--- config.mk ---
export PLATFORM = sky130hd
export DESIGN_NAME = sb_cfg_switchbox
export DESIGN_NICKNAME = d
export VERILOG_FILES = /design/src/rtl/sb_cfg_switchbox_pkg.sv /design/src/rtl/sb_sel4.sv /design/src/rtl/sb_cfg_switchbox.sv
export SDC_FILE = /design/constraint.sdc
export NUM_CORES = 1
export LEC_CHECK = 0
export BUFFER_PORTS_ARGS = -buffer_cell sky130_fd_sc_hd__buf_2
export CAP_MARGIN = 20
export CORE_ASPECT_RATIO = 1.5
export CORE_MARGIN = 2
export CORE_UTILIZATION = 55
export CTS_CLUSTER_SIZE = 20
export DETAILED_ROUTE_END_ITERATION = 10
export PLACE_DENSITY = 0.76
export SLEW_MARGIN = 15
export SYNTH_ARGS = -nofsm -noshare
export SYNTH_HDL_FRONTEND = slang
export SYNTH_SLANG_ARGS = --single-unit
--- constraint.sdc ---
create_clock -name clk -period 3.4 [get_ports clk]
set_input_delay 0.68 -clock clk [delete_from_list [all_inputs] [get_ports clk]]
set_output_delay 0.68 -clock clk [all_outputs]
set_load 0.01 [all_outputs]
--- src/rtl/sb_cfg_switchbox_pkg.sv ---
// Shared definitions for the configurable switchbox: select encoding,
// configuration load-state enum and a helper that locates a select field.
package sb_cfg_switchbox_pkg;

    // Per-bit select codes: pick the first/second/third of the other sides,
    // or disable the track.
    localparam logic [1:0] SEL_A   = 2'd0;
    localparam logic [1:0] SEL_B   = 2'd1;
    localparam logic [1:0] SEL_C   = 2'd2;
    localparam logic [1:0] SEL_OFF = 2'd3;

    // Configuration loader state; always consistent with the bit count.
    typedef enum logic [1:0] {
        ST_IDLE = 2'd0,   // no bits collected
        ST_LOAD = 2'd1,   // partial frame collected
        ST_FULL = 2'd2    // complete frame ready to commit
    } load_state_e;

    // MSB index of the 2-bit select for output side `side` (0-based), bit
    // `bit_idx`, in a frame of 8*w bits. Output 1 bit 0 sits at the top so the
    // first bit shifted in lands in the first field.
    function automatic int sel_msb(input int side, input int bit_idx, input int w);
        return 8*w - 1 - 2*(side*w + bit_idx);
    endfunction

endpackage

--- src/rtl/sb_sel4.sv ---
// One output bit of the switchbox: chooses one of three same-index input bits,
// or drives 0 when the track is disabled.
module sb_sel4
    import sb_cfg_switchbox_pkg::*;
(
    input  logic       a_i,
    input  logic       b_i,
    input  logic       c_i,
    input  logic [1:0] sel_i,
    output logic       y_o
);

    // Plain 3:1 mux with a forced-zero code for the disabled track.
    always_comb begin
        y_o = 1'b0;
        case (sel_i)
            SEL_A:   y_o = a_i;
            SEL_B:   y_o = b_i;
            SEL_C:   y_o = c_i;
            SEL_OFF: y_o = 1'b0;
            default: y_o = 1'b0;
        endcase
    end

endmodule

--- src/rtl/sb_cfg_switchbox.sv ---
// Four-sided configurable switchbox. A serially loaded shadow frame is copied
// to the active configuration only on a commit of a complete frame, so the
// routing never sees a partially loaded pattern.
module sb_cfg_switchbox
    import sb_cfg_switchbox_pkg::*;
#(
    parameter int W       = 4,
    parameter int OUT_REG = 1
) (
    input  logic         clk,
    input  logic         rst_n,
    input  logic [W-1:0] in1,
    input  logic [W-1:0] in2,
    input  logic [W-1:0] in3,
    input  logic [W-1:0] in4,
    output logic [W-1:0] out1,
    output logic [W-1:0] out2,
    output logic [W-1:0] out3,
    output logic [W-1:0] out4,
    input  logic         cfg_en,
    input  logic         cfg_din,
    input  logic         cfg_commit,
    output logic         cfg_ack,
    output logic         cfg_err,
    output logic         cfg_full
);

    localparam int CFG_BITS = 8*W;
    localparam int CNT_W    = $clog2(CFG_BITS + 1);

    localparam logic [CNT_W-1:0] CNT_ONE  = CNT_W'(1);
    localparam logic [CNT_W-1:0] CNT_LAST = CNT_W'(CFG_BITS - 1);

    logic [CFG_BITS-1:0] shadow_q;
    logic [CFG_BITS-1:0] active_q;
    logic [CNT_W-1:0]    cnt_q;
    load_state_e         state_q;
    logic                ack_q;
    logic                err_q;

    // Loader FSM: shift/count the shadow frame, accept or reject commits and
    // raise one-cycle ack/err pulses. Commit takes priority over a shift.
    always_ff @(posedge clk or negedge rst_n) begin
        if (!rst_n) begin
            shadow_q <= '0;
            active_q <= '1;
            cnt_q    <= '0;
            state_q  <= ST_IDLE;
            ack_q    <= 1'b0;
            err_q    <= 1'b0;
        end else begin
            ack_q <= 1'b0;
            err_q <= 1'b0;
            if (cfg_commit) begin
                if (state_q == ST_FULL) begin
                    active_q <= shadow_q;
                    ack_q    <= 1'b1;
                end else begin
                    err_q    <= 1'b1;
                end
                cnt_q   <= '0;
                state_q <= ST_IDLE;
            end else if (cfg_en) begin
                // The shadow always keeps the most recent CFG_BITS bits.
                shadow_q <= {shadow_q[CFG_BITS-2:0], cfg_din};
                case (state_q)
                    ST_FULL: begin
                        err_q <= 1'b1;
                    end
                    default: begin
                        cnt_q   <= cnt_q + CNT_ONE;
                        state_q <= (cnt_q == CNT_LAST) ? ST_FULL : ST_LOAD;
                    end
                endcase
            end
        end
    end

    assign cfg_ack  = ack_q;
    assign cfg_err  = err_q;
    assign cfg_full = (state_q == ST_FULL);

    // Side inputs gathered so each output can index "the other three".
    logic [W-1:0]   side_in [4];
    logic [4*W-1:0] mux_d;
    logic [4*W-1:0] out_bus;

    assign side_in[0] = in1;
    assign side_in[1] = in2;
    assign side_in[2] = in3;
    assign side_in[3] = in4;

    // One selector per output bit; its three candidates are the other sides
    // in ascending order.
    for (genvar k = 0; k < 4; k++) begin : g_side
        localparam int SA = (k == 0) ? 1 : 0;
        localparam int SB = (k <= 1) ? 2 : 1;
        localparam int SC = (k <= 2) ? 3 : 2;
        for (genvar b = 0; b < W; b++) begin : g_bit
            localparam int HI = sel_msb(k, b, W);
            sb_sel4 u_sel (
                .a_i   (side_in[SA][b]),
                .b_i   (side_in[SB][b]),
                .c_i   (side_in[SC][b]),
                .sel_i (active_q[HI -: 2]),
                .y_o   (mux_d[k*W + b])
            );
        end
    end

    if (OUT_REG != 0) begin : g_out_reg
        logic [4*W-1:0] out_q;

        // Output register: one cycle of latency from inputs to outputs.
        always_ff @(posedge clk or negedge rst_n) begin
            if (!rst_n) begin
                out_q <= '0;
            end else begin
                out_q <= mux_d;
            end
        end

        assign out_bus = out_q;
    end else begin : g_out_comb
        // Reset forces every select to the disabled code, so this reads 0.
        assign out_bus = mux_d;
    end

    assign out1 = out_bus[0*W +: W];
    assign out2 = out_bus[1*W +: W];
    assign out3 = out_bus[2*W +: W];
    assign out4 = out_bus[3*W +: W];

endmodule

==> impl_results.md <==
* Layout Nets at 316
* Post-synth ARST share at 100%
* Via count at 2065
* Max-Cap Viols at 0
* Syn. warnings at 0
* IO Port Bufs at 39
* Arrival @ worst endpoint at 1260 ps
* Post-Synth Simple-Gate Area at 5.31%
* Largest net degree at the start of global routing at 63
* FF-to-FF Start: state_q[0]
* Setup Total Neg Slack at 0 ps
* CP startpoint: state_q[0]
* Cell variety after synth at 28
* Syn_area_per_cell at 14.6 um^2
* Cts bufs inserted at 9
* Drt via density at 5.51
* Worst Setup Slack, final at 1460 ps
* Psw at 0.486 mW
* Vias in the first global route at 2083
* Setup Buffers After CTS at 0
* VDD IR max at 229 uV
* Fillers at 508
* Layout cells sized above 1 at 52.8%
* Top Ports at 40
* Data required, critical path at 2720 ps
* Hpwl dp at 4030 um
* Dpl ws at 1480 ps
* Synth Area in Compound Gates at 4.21%
* CTS Sinks at 90
* P_leak at 1.83 nW
* Initial Utilization at 56.3%
* Combinational share of power at 8.4%
* Clk buf depth at 2
* Clock power share at 31.8%
* Startpoint Class: register
* Worst slew pin tran at 748 ps
* Post-CTS Resized at 0
* RSZ-0062 raised after global routing: no
* First-pass GRT wire length at 9990 um
* Clk root buf: clkbuf_8
* Height of the die at 103 um
* Residual DRC at 0
* Pre-Repair DR Iteration Count at 3
* Adder-Cell Fraction of Synth Area at 0.345%
* Sequential power share at 59.8%
* Area of placed instances at 0.00390 mm^2
* Clock latency on the worst-skew pair at 350 ps
* Mux cell area share after synthesis at 25.2%
* Routed wire length at 5810 um
* Final setup fails at 0
* Critical path type: reg2out
* Post-synth EDFFs at 0
* Largest family of logic cells by synthesized area: multiplexers
* R2R Path End: active_q[20]
* Register area share after synthesis at 63.2%
* Sequential Area at 0.00229 mm^2
* Cell area after synthesis at 0.00363 mm^2
* CTS Hold Bufs at 0
* Routed len/inst at 15.5 um
* Total Routing Usage GR at 18.1%
* Skew final at 6.78 ps
* Pint at 1.60 mW
* Total grt overflow at 0
* Worst Hold Class: in2async
* Initial antenna violation count at 0
* Final count of hold timing violations at 0
* Hold WS at 397 ps
* Power per cell area at 510 mW/mm^2
* Slew margin rel. at 50.1%
* Final core utilization at 63.4%
* Switching Fraction at 23.3%
* Reg2Reg Depth at 5
* Die area at 0.00727 mm^2
* Placer Congestion at 0.806
* Starting DRT DRC Count at 90
* Fmax at 514 MHz
* Minimum clock period at 1940 ps
* Synthesized Nets at 270
* Outcome: finished, final reports clean
* Detail Route Antenna Nets at 0
* Clock-pin slew on the worst setup and hold paths at 80 ps
* Crit-path max FO at 11
* Crit. End Element: output port
* FP Rows at 36
* H-tree level count at 3
* Final worst-path cycle share at 57.2%
* Die W at 70.3 um
* Multi-input gate area at 0.00127 mm^2
* Post-Synth XOR/XNOR Area at 0%
* #FFs+latches synth at 90
* Slew Viols, Final at 0
* Synth-to-Final Area Change at 12.6%
* R2r setup slk at 1870 ps
* Top FF cell, synth: dfrtp_1
* Antenna cells at 0
* Final non-filler cell area at 0.00408 mm^2
* Core ar. at 0.00644 mm^2
* Mapped Cells at 248
* CTS tree: done
* Crit path to: cfg_full
-- layout by cell type (no fill, tap or decap), types with 3 or more instances in the layout --
cell type and instances:
mux2_2 67, dfrtp_1 58, buf_2 38, dfstp_2 32
mux2i_1 16, nand2_1 16, o22ai_1 12, clkbuf_8 12
o21ai_0 6, a21oi_1 5, buf_4 5, nand3b_1 4
nand3_1 4, clkbuf_1 3
-- metrics by stage --
stage,cells,power (mW)
finish,375,2.08
global route,375,2.19
CTS,375,2.12
global placement,359,1.43
floorplan,248,1.35
detailed placement,359,1.45
-- cell families (layout without fill, tap and decap cells) --
family	Yosys count	in the layout
flip-flops	90	90
buffers and inverters	11	62
AND/OR/NAND/NOR	37	37
adder cells (fa/ha/maj)	1	1
AO/OA/AOI/OAI	26	26
multiplexers	83	83
-- final cells by class --
cell class | instances | share of cell area, %
Tap cell | 76 | 2.33
Sequential cell | 90 | 56.1
Timing Repair Buffer | 43 | 5.58
Clock inverter | 1 | 0.184
Multi-Input combinational cell | 147 | 31.2
Inverter | 3 | 0.276
Clock buffer | 15 | 4.32
-- how the worst min path moves through the flow --
stage	to	cells past startpoint
after global routing	g_out_reg.out_q[14]	1
after global placement	g_out_reg.out_q[9]	1
final	g_out_reg.out_q[14]	1
after floorplan	cfg_ack	0
after CTS	g_out_reg.out_q[14]	1
after detailed placement	g_out_reg.out_q[13]	1
-- layer usage --
metal | routed length (um) | GRT usage [%] | part of all wire (%) | vias to the layer above
met5 | 0 | 0 | 0 | -
met4 | 99 | 7.99 | 1.7 | 0
met3 | 200 | 4.46 | 3.4 | 8
met2 | 3100 | 31.1 | 53 | 28
met1 | 2410 | 21.8 | 42 | 1041
li1 | - | - | - | 988
-- synth_stat cells (2+ instances only) --
cell      instances  area (um^2)
nor2_1            2         7.51
mux2_2           67          754
nand3b_1          4         30.0
or3_1             2         12.5
nand3_1           4         20.0
mux2i_1          16          160
inv_1             2         7.51
nor2b_1           2         12.5
dfstp_2          32          841
a21oi_1           5         25.0
o21ai_0           6         30.0
o31ai_1           2         15.0
o22ai_1          12         75.1
buf_4             2         15.0
nand2_1          16         60.1
or4_1             2         15.0
buf_2             4         20.0
dfrtp_1          58         1450
-- power by group through the flow --
stage / Combinational (mW) / Clock [mW] / Sequential [mW]
global placement: 0.172 / 0 / 1.26
finish: 0.176 / 0.662 / 1.24
CTS: 0.181 / 0.693 / 1.25
floorplan: 0.111 / 0 / 1.24
global route: 0.198 / 0.731 / 1.26
detailed placement: 0.179 / 0 / 1.27
-- worst max-delay path, cell delays in order, from the launching register on --
cell      delay (ps)
dfrtp_1          390
nand2b_2         200
inv_2            160
buf_2            160
-- flip-flops by register name, summed over array words and instances, names as in the netlist --
signal,count
cfg_ack,1
cfg_err,1
state_q,2
g_out_reg.out_q,16
shadow_q,32
active_q,32
cnt_q,6
No activity file was read; power rests on OpenSTA's default activity.
